**src/rtl/serial_loader.sv**
```systemverilog
// Serial-to-parallel word collector (MSB first) with a one-cycle load strobe for a holding register.
// Define PARITY_CHECK_EN to expect an even-parity bit after each word and suppress the load on mismatch.
module serial_loader #(
  parameter int WIDTH = 4
) (
  input  logic             clk,
  input  logic             rst,
  input  logic             start,
  input  logic             bit_valid,
  input  logic             bit_in,
  output logic [WIDTH-1:0] data_out,
  output logic             load_en,
  output logic             busy,
  output logic             parity_err
);

  localparam int CNT_W = (WIDTH > 2) ? $clog2(WIDTH) : 1;
  localparam logic [CNT_W-1:0] LAST_BIT = CNT_W'(WIDTH - 1);

`ifdef PARITY_CHECK_EN
  typedef enum logic [1:0] {IDLE = 2'd0, SHIFT = 2'd1, PARITY = 2'd2} state_t;
`else
  typedef enum logic [1:0] {IDLE = 2'd0, SHIFT = 2'd1} state_t;
`endif

  state_t           state, state_nxt;
  logic [CNT_W-1:0] cnt, cnt_nxt;
  logic [WIDTH-1:0] shift, shift_nxt;
  logic [WIDTH-1:0] data_nxt;
  logic             load_nxt;
  logic             perr_nxt;

  always_comb begin
    state_nxt = state;
    cnt_nxt   = cnt;
    shift_nxt = shift;
    data_nxt  = data_out;
    load_nxt  = 1'b0;
    perr_nxt  = 1'b0;
    case (state)
      IDLE: begin
        if (start) begin
          state_nxt = SHIFT;
          cnt_nxt   = '0;
        end
      end
      SHIFT: begin
        if (bit_valid) begin
          shift_nxt = {shift[WIDTH-2:0], bit_in};
          cnt_nxt   = cnt + CNT_W'(1);
          if (cnt == LAST_BIT) begin
            cnt_nxt = '0;
`ifdef PARITY_CHECK_EN
            state_nxt = PARITY;
`else
            state_nxt = IDLE;
            data_nxt  = {shift[WIDTH-2:0], bit_in};
            load_nxt  = 1'b1;
`endif
          end
        end
      end
`ifdef PARITY_CHECK_EN
      PARITY: begin
        // shift holds the complete word here; even parity means bit_in equals its XOR
        if (bit_valid) begin
          state_nxt = IDLE;
          if (bit_in == ^shift) begin
            data_nxt = shift;
            load_nxt = 1'b1;
          end else begin
            perr_nxt = 1'b1;
          end
        end
      end
`endif
      default: state_nxt = IDLE;
    endcase
  end

  always_ff @(posedge clk) begin
    if (rst) begin
      state      <= IDLE;
      cnt        <= '0;
      shift      <= '0;
      data_out   <= '0;
      load_en    <= 1'b0;
      busy       <= 1'b0;
      parity_err <= 1'b0;
    end else begin
      state      <= state_nxt;
      cnt        <= cnt_nxt;
      shift      <= shift_nxt;
      data_out   <= data_nxt;
      load_en    <= load_nxt;
      busy       <= (state_nxt != IDLE);
      parity_err <= perr_nxt;
    end
  end

endmodule
```
**config.mk**
```make
export PLATFORM = sky130hd
export DESIGN_NAME = serial_loader
export DESIGN_NICKNAME = d
export VERILOG_FILES = /design/src/rtl/serial_loader.sv
export SDC_FILE = /design/constraint.sdc
export NUM_CORES = 1
export LEC_CHECK = 0
export CAP_MARGIN = 30
export CORE_AREA = 10 10 47 49
export CTS_CLUSTER_SIZE = 25
export DETAILED_ROUTE_END_ITERATION = 8
export DIE_AREA = 0 0 57 59
export PLACE_DENSITY = 0.61
export SLEW_MARGIN = 20
export SYNTH_ARGS = -nofsm -noshare
export SYNTH_HDL_FRONTEND = slang
export SYNTH_SLANG_ARGS = --single-unit
export TNS_END_PERCENT = 5
```
**constraint.sdc**
```tcl
create_clock -name clk -period 1.7 [get_ports clk]
set_input_delay 0.34 -clock clk [delete_from_list [all_inputs] [get_ports clk]]
set_output_delay 0.34 -clock clk [all_outputs]
set_load 0.01 [all_outputs]
```
======== Yosys cells after proc, flatten, opt, wreduce, memory -nomap -nowiden ========
Index checks and enable logic that the tools add are counted.
operators by class
  bitwise operators ....................... 2
  add/subtract/negate cells ............... 1
  multiplexer cells ....................... 9
  equal/unequal tests ..................... 4
  reductions and logical operators ........ 7
operators with widths
  kind                                                                    number
  2-bit 2-to-1 mux                                                        6
  2-bit case mux with 2 select lines                                      2
  3-bit AND reduction                                                     2
  2-bit inequality test (second input constant)                           2
  2-bit nonzero test                                                      2
  3-bit OR reduction                                                      1
  2-bit by 1-bit adder with 2-bit output (second input constant)          1
  2-bit by 1-bit equality test with 1-bit output (second input constant)  1
  2-bit equality test (second input constant)                             1
  2-bit logical NOT                                                       1
  1-bit inverter                                                          2
  2-bit AND reduction                                                     1
  1-bit 2-to-1 mux                                                        1
word-level totals
  word-level logic and storage cells ...... 29
  output and inout port bits .............. 7
  input port bits ......................... 5
  bits in registers ....................... 13

======== Longest topological paths before layout ========
  word-level depth ........................ 5
  gate-level depth with buffers ........... 4
  gate-level depth less buffers ........... 4

======== Least setup slack after synthesis ========
Ideal clock, no wire load.
  path kind ............................... register to register
  from .................................... register cnt[0]
  to ...................................... register data_out[0]
  path slack .............................. 0.644 ns
  arrival ................................. 0.928 ns
  data required time ...................... 1.572 ns
  setup time .............................. 0.128 ns
  period minus slack after synthesis ...... 1.056 ns
  stages on the path, launching flop included .. 5
  path buffers ............................ 0
  path through ............................ dfxtp_1 -> ha_1 -> nand4b_2 -> mux2i_1 -> nor2_1
between the ends
  cells in the longest elaborated chain, start to end .. 2
RTL lines
  item                                  RTL line  text
  start: declaration                    27        logic [CNT_W-1:0] cnt, cnt_nxt;
  start signal: assignment              92        cnt <= cnt_nxt;
  2-bit equality test                   51        if (cnt == LAST_BIT) begin
  3-bit AND reduction (no source line)  --
  end signal: assignment                94        data_out <= data_nxt;
  end: declaration                      11        output logic [WIDTH-1:0] data_out,
No other way between the ends.
A chain may end at the register's enable or synchronous reset.

======== Worst setup path after layout ========
  from .................................... register data_out[2]
  to ...................................... output data_out[2]
No word-level cell between the ends.

==> results.md <==
- Fraction of layout cells with a size suffix above 1: 0.0678
- Via count: 362
- Largest net degree at the start of global routing: 13
- # resized after CTS: 0
- CP Max Fanout: 2
- Vias per cell: 4.83
- Most common cell after layout, fill and taps aside: dfxtp_1
- Comb power frac: 0.053
- Clock-pin slew on the worst setup and hold paths: 80 ps
- Max_cap viols: 0
- Final setup viols: 0
- Leakage: 0.283 nW
- Status: complete, no violations
- Synthesized cell area: 489 sq um
- Hold_ws: 500 ps
- Placement Setup Slack: 132 ps
- Crit Path Class: reg2out
- Global-route wire length before repair: 1510 microns
- Tmin final: 1520 ps
- H-tree depth: 1
- Startpoint types: flip-flop
- I/O pin count: 12
- Wirelength per Cell: 12.1 microns
- Commonest cells after routing, fill and taps aside: 13 x dfxtp_1, 10 x clkdlybuf4s50_1, 9 x nor2_1
- RD Place Congestion: 0.731
- Initial drt markers: 3
- Final std cells w/o fill: 75
- Sw Ratio: 0.213
- Register area: 260 sq um
- Starting Density: 0.349
- Final instance area: 621 sq um
- Clk_skew: 2.95 ps
- Port Buf Inserts: 10
- Cell Area, Placed: 594 sq um
- WP buf/inv: 1
- Vias in the first global route: 365
- Core area: 1400 sq um
- CTS Buf Count: 3
- Slowest stage delay, CP: 550 ps
- Setup TNS Final: 0 ps
- RSZ-0062 raised after global routing: no
- Area Overhead vs Synth: 26.9%
- Pwr per Cell Area: 849 nW/um^2
- Yosys top cell area share: 0.532
- Die Area: 3360 sq um
- Clk sinks: 13
- Nets: 66
- Setup repair bufs after CTS: 0
- Final max-slew violation count: 0
- Filler instances: 142
- Power share of the clock group: 0.352
- Count of hold-fix buffers inserted at cts: 0
- Syn avg cell area: 10.4 sq um
- CTS tree: yes
- Synth area leaders: dfxtp_1 53%, mux2i_1 16%, nor2_1 6.9%
- Final worst slack: 182 ps
- Die width: 57 microns
- CP arrival: 1180 ps
- Worst-case clock buffer depth: 2
- #FFs+latches synth: 13
- Core Rows: 14
- Worst VDD drop: 0.575 mV
- Antenna violations before repair: 0
- Cell Int Power: 415 uW
- Yosys warning total: 0
- Delay-heaviest family, CP: buffers and inverters
- Sw Pwr: 112 uW
- Ant. Diodes: 0
- Critical path, cell by cell: clkdlybuf4s50_1
- Post-DRT Antenna Nets: 0
- CP required: 1360 ps
- Yosys cell types: 14
- Die Span Y: 59 microns
- Drc violations: 0
- Placed cells: 71
- Final Cycle Share: 0.893
- Dominant cell type by area after synthesis: dfxtp_1
- GRT Total Usage: 0.0592
- Max Clk Rate: 659 MHz
- Root buffer cell: clkbuf_4
- Clock latency on the worst-skew pair: 270 ps
- 1st-pass router iterations: 4
- Fin. Hold Viols: 0
- GRT overflow: 0
- Post-synthesis sequential area ratio: 0.532
- Part of the power in registers: 0.595
- Slowest-stage cell, CP: clkdlybuf4s50_1
- Cells after Synth: 47
- Crit end category: output pin
- Area of the multi-input gates: 214 sq um
- Dpl hpwl: 698 microns
- Final wirelength: 905 microns
- Hold/Removal Path Class: reg2reg
-- power by group through the flow --
| stage | Clock (mW) | Sequential [mW] | Combinational (mW) |
|---|---|---|---|
| floorplan | 0 | 0.319 | 0.0169 |
| global placement | 0 | 0.321 | 0.0282 |
| detailed placement | 0 | 0.321 | 0.0282 |
| CTS | 0.195 | 0.314 | 0.0282 |
| global route | 0.209 | 0.315 | 0.0310 |
| finish | 0.185 | 0.314 | 0.0279 |
-- cells in the mapped netlist --
library cell	instances
nand3_1	1
mux2i_1	8
nor3_1	2
nor2_1	9
dfxtp_1	13
ha_1	1
o21ai_0	3
nand3b_1	1
buf_4	2
conb_1	1
a21oi_1	2
clkbuf_1	1
nand4b_2	1
nand4b_1	2
-- worst paths after layout --
path,start,to,slack [ps],cells after the start
setup / recovery,data_out[2],data_out[2],180,1
hold / removal,cnt[1],cnt[1],500,2
setup reg to reg,cnt[0],data_out[0],530,4
hold reg to reg,cnt[1],cnt[1],500,2
-- state kept, by name (all words and copies together) (netlist names) --
signal	count
load_en	1
shift	3
cnt	2
data_out	4
busy	1
state	2
-- through the flow --
step / power, mW / util
floorplan: 0.336 / -
global placement: 0.349 / 0.424
detailed placement: 0.349 / 0.424
CTS: 0.537 / 0.443
global route: 0.555 / 0.443
finish: 0.527 / 0.443
-- final cells by class --
cell class / instances / share of cell area
Sequential cell: 13 / 0.419
Multi-Input combinational cell: 32 / 0.345
Timing Repair Buffer: 10 / 0.161
Clock buffer: 4 / 0.0423
Tap cell: 16 / 0.0323
-- cell families after synthesis --
kind of cell,after synthesis,synth area share
adder cells (fa/ha/maj),1,0.0256
AND/OR/NAND/NOR,16,0.182
buffers and inverters,3,0.0383
other,1,0.00767
flip-flops,13,0.532
AO/OA/AOI/OAI,5,0.0511
multiplexers,8,0.164
-- layer usage --
layer | global-route usage | vias to the layer above | part of all wire | wire length [microns]
met5 | 0 | - | 0 | 0
met4 | 0.0302 | 0 | 0.014 | 13
met3 | 0.0515 | 2 | 0.11 | 102
met2 | 0.0977 | 12 | 0.47 | 429
met1 | 0.0484 | 163 | 0.40 | 360
li1 | - | 185 | - | -
No activity file was read; power rests on OpenSTA's default activity.
==> RTL edit (same flow settings) <==
The output `busy` loses its register stage (`busy` becomes a continuous assignment).
--- a/src/rtl/serial_loader.sv
+++ b/src/rtl/serial_loader.sv
@@ -85,7 +85,6 @@
       shift      <= '0;
       data_out   <= '0;
       load_en    <= 1'b0;
-      busy       <= 1'b0;
       parity_err <= 1'b0;
     end else begin
       state      <= state_nxt;
@@ -93,9 +92,10 @@
       shift      <= shift_nxt;
       data_out   <= data_nxt;
       load_en    <= load_nxt;
-      busy       <= (state_nxt != IDLE);
       parity_err <= perr_nxt;
     end
   end
 
+  assign busy = (state_nxt != IDLE);
+
 endmodule
Formal check against the unedited RTL: not equivalent (a bounded check fails within 4 cycles, from zero or initial values and one cycle with rst high).
==> RTL edit against the original RTL <==
Cell count up 2.7%. Total power up 3.5%. Design area up 3.6%. Sequential cell count down 1. Critical path depth up 3. Sequential power down 8.0%. Wire length down 0.66%. Count of clock-buffer cells in the layout unchanged. Setup slack worse by 0.13 ns. Area after synthesis down 1.8%. Die area unchanged. First-iteration DRC count down 67%. Largest cell class unchanged.
==> RTL edit: results (changes against the original RTL) <==
fraction of registers with async set/reset=0% (unchanged); Via density=4.79 (was 4.83); Hold WS=0.490 ns (was 0.500 ns); initial antenna violation count=0 (unchanged); clk buf depth=2 (unchanged); Crit Path Max Fanout=2 (unchanged); YS warnings=0 (unchanged); largest registers=data_out (4), shift (3) (unchanged); synth unique cells=16 (was 14); GRT Total Usage=6.03% (was 5.92%); register area share after synthesis=50.0% (was 53.2%); share of cells above drive strength 1=19.7% (was 6.78%); Resize count post-CTS=4 (was 0); Final #Nets=68 (was 66); vias in the first global route=376 (was 365); Critical-path top delay cell=clkdlybuf4s50_1 (unchanged); htree depth=1 (unchanged); Crit path largest cell delay=0.50 ns (was 0.55 ns); Placed Area=612 sq um (was 594 sq um); Placer Congestion=0.689 (was 0.731); Synth area leaders=dfxtp_1 (50%), mux2i_1 (17%), nor2_1 (7.0%) (was dfxtp_1 (53%), mux2i_1 (16%), nor2_1 (6.9%)); Post-synth top flop=dfxtp_1 (unchanged); crit-path leading delay family=buffers and inverters (unchanged); Hold Buf Count CTS=0 (unchanged); Post-CTS Setup Repair Bufs=0 (unchanged); Worst-path clk slew=0.07 ns; Wirelength per Cell=11.7 microns (was 12.1 microns); drt pass-1 iters=2 (was 4); FF-to-FF setup slack=0.46 ns (was 0.53 ns); Antenna diodes=0 (unchanged); largest net degree at the start of global routing=12 (was 13); P_leak=0.306 nW (was 0.283 nW); DR iter-0 viols=1 (was 3); Min-Delay Path Class=reg -> reg (unchanged); Worst EP required=1.36 ns (about the same); IO Port Bufs=10 (unchanged); worst-skew pair later-pin latency=0.27 ns (about the same); global-route wire length before repair=1560 microns (was 1510 microns); clock skew=0.000381 ns (was 0.00295 ns); top cells by count, synth=dfxtp_1 (12), nor2_1 (9), mux2i_1 (8) (was dfxtp_1 (13), nor2_1 (9), mux2i_1 (8), o21ai_0 (3)); outcome=complete, no violations (unchanged); Max IR drop VDD=0.458 mV (was 0.575 mV); DP HPWL=649 microns (was 698 microns)
-- RTL edit: per-stage QoR --
step	TNS [ns]	std cells	setup WS, ns
after global routing	0	77	0.00118
after detailed placement	-0.361	73	-0.361
after floorplan	0	46	0.496
final	0	77	0.0555
after CTS	0	77	0.0449
after global placement	-0.334	73	-0.334
-- RTL edit: area by class of cell --
type,count,area (sq um)
clock buffers,4,36.3
fillers,139,758
multi-input cells,31,221
flip-flops and latches,12,240
well taps,16,20.0
repair buffers,14,125
-- RTL edit: tightest hold or removal path, delay by kind of cell (launching register included) --
family / cells / cell delay (ns)
AO/OA/AOI/OAI: 2 / 0.13
flip-flops: 1 / 0.31
-- RTL edit: kinds of logic (layout without fill, tap and decap cells) --
group / Yosys count / count (layout) / synth area share, %
muxes: 8 / 8 / 16.7
buffers and inverters: 3 / 18 / 4.69
adders and majority gates: 1 / 1 / 2.60
and+or+nand+nor: 15 / 15 / 18.0
AOI/OAI and AO/OA: 5 / 5 / 7.29
DFF: 12 / 12 / 50.0
other: 1 / 2 / 0.781
-- RTL edit: per-layer routing --
layer / up-vias / global-route usage (%) / share of wire [%]
li1: 186 / - / -
met1: 169 / 6.12 / 48
met2: 10 / 8.06 / 39
met3: 4 / 3.22 / 9.3
met4: 0 / 7.05 / 3.9
met5: - / 0 / 0
-- RTL edit: worst paths after layout --
| check | startpoint | cells past startpoint | end |
|---|---|---|---|
| setup reg to reg | cnt[0] | 5 | data_out[0] |
| setup / recovery | start | 4 | busy |
| hold reg to reg | cnt[1] | 2 | cnt[1] |
| hold / removal | cnt[1] | 2 | cnt[1] |
-- RTL edit: power breakdown --
part           leakage [nW]  switching (mW)  internal (mW)
clock network        0.0210          0.0912          0.130
registers            0.0972         0.00439          0.284
logic                 0.188          0.0160         0.0193
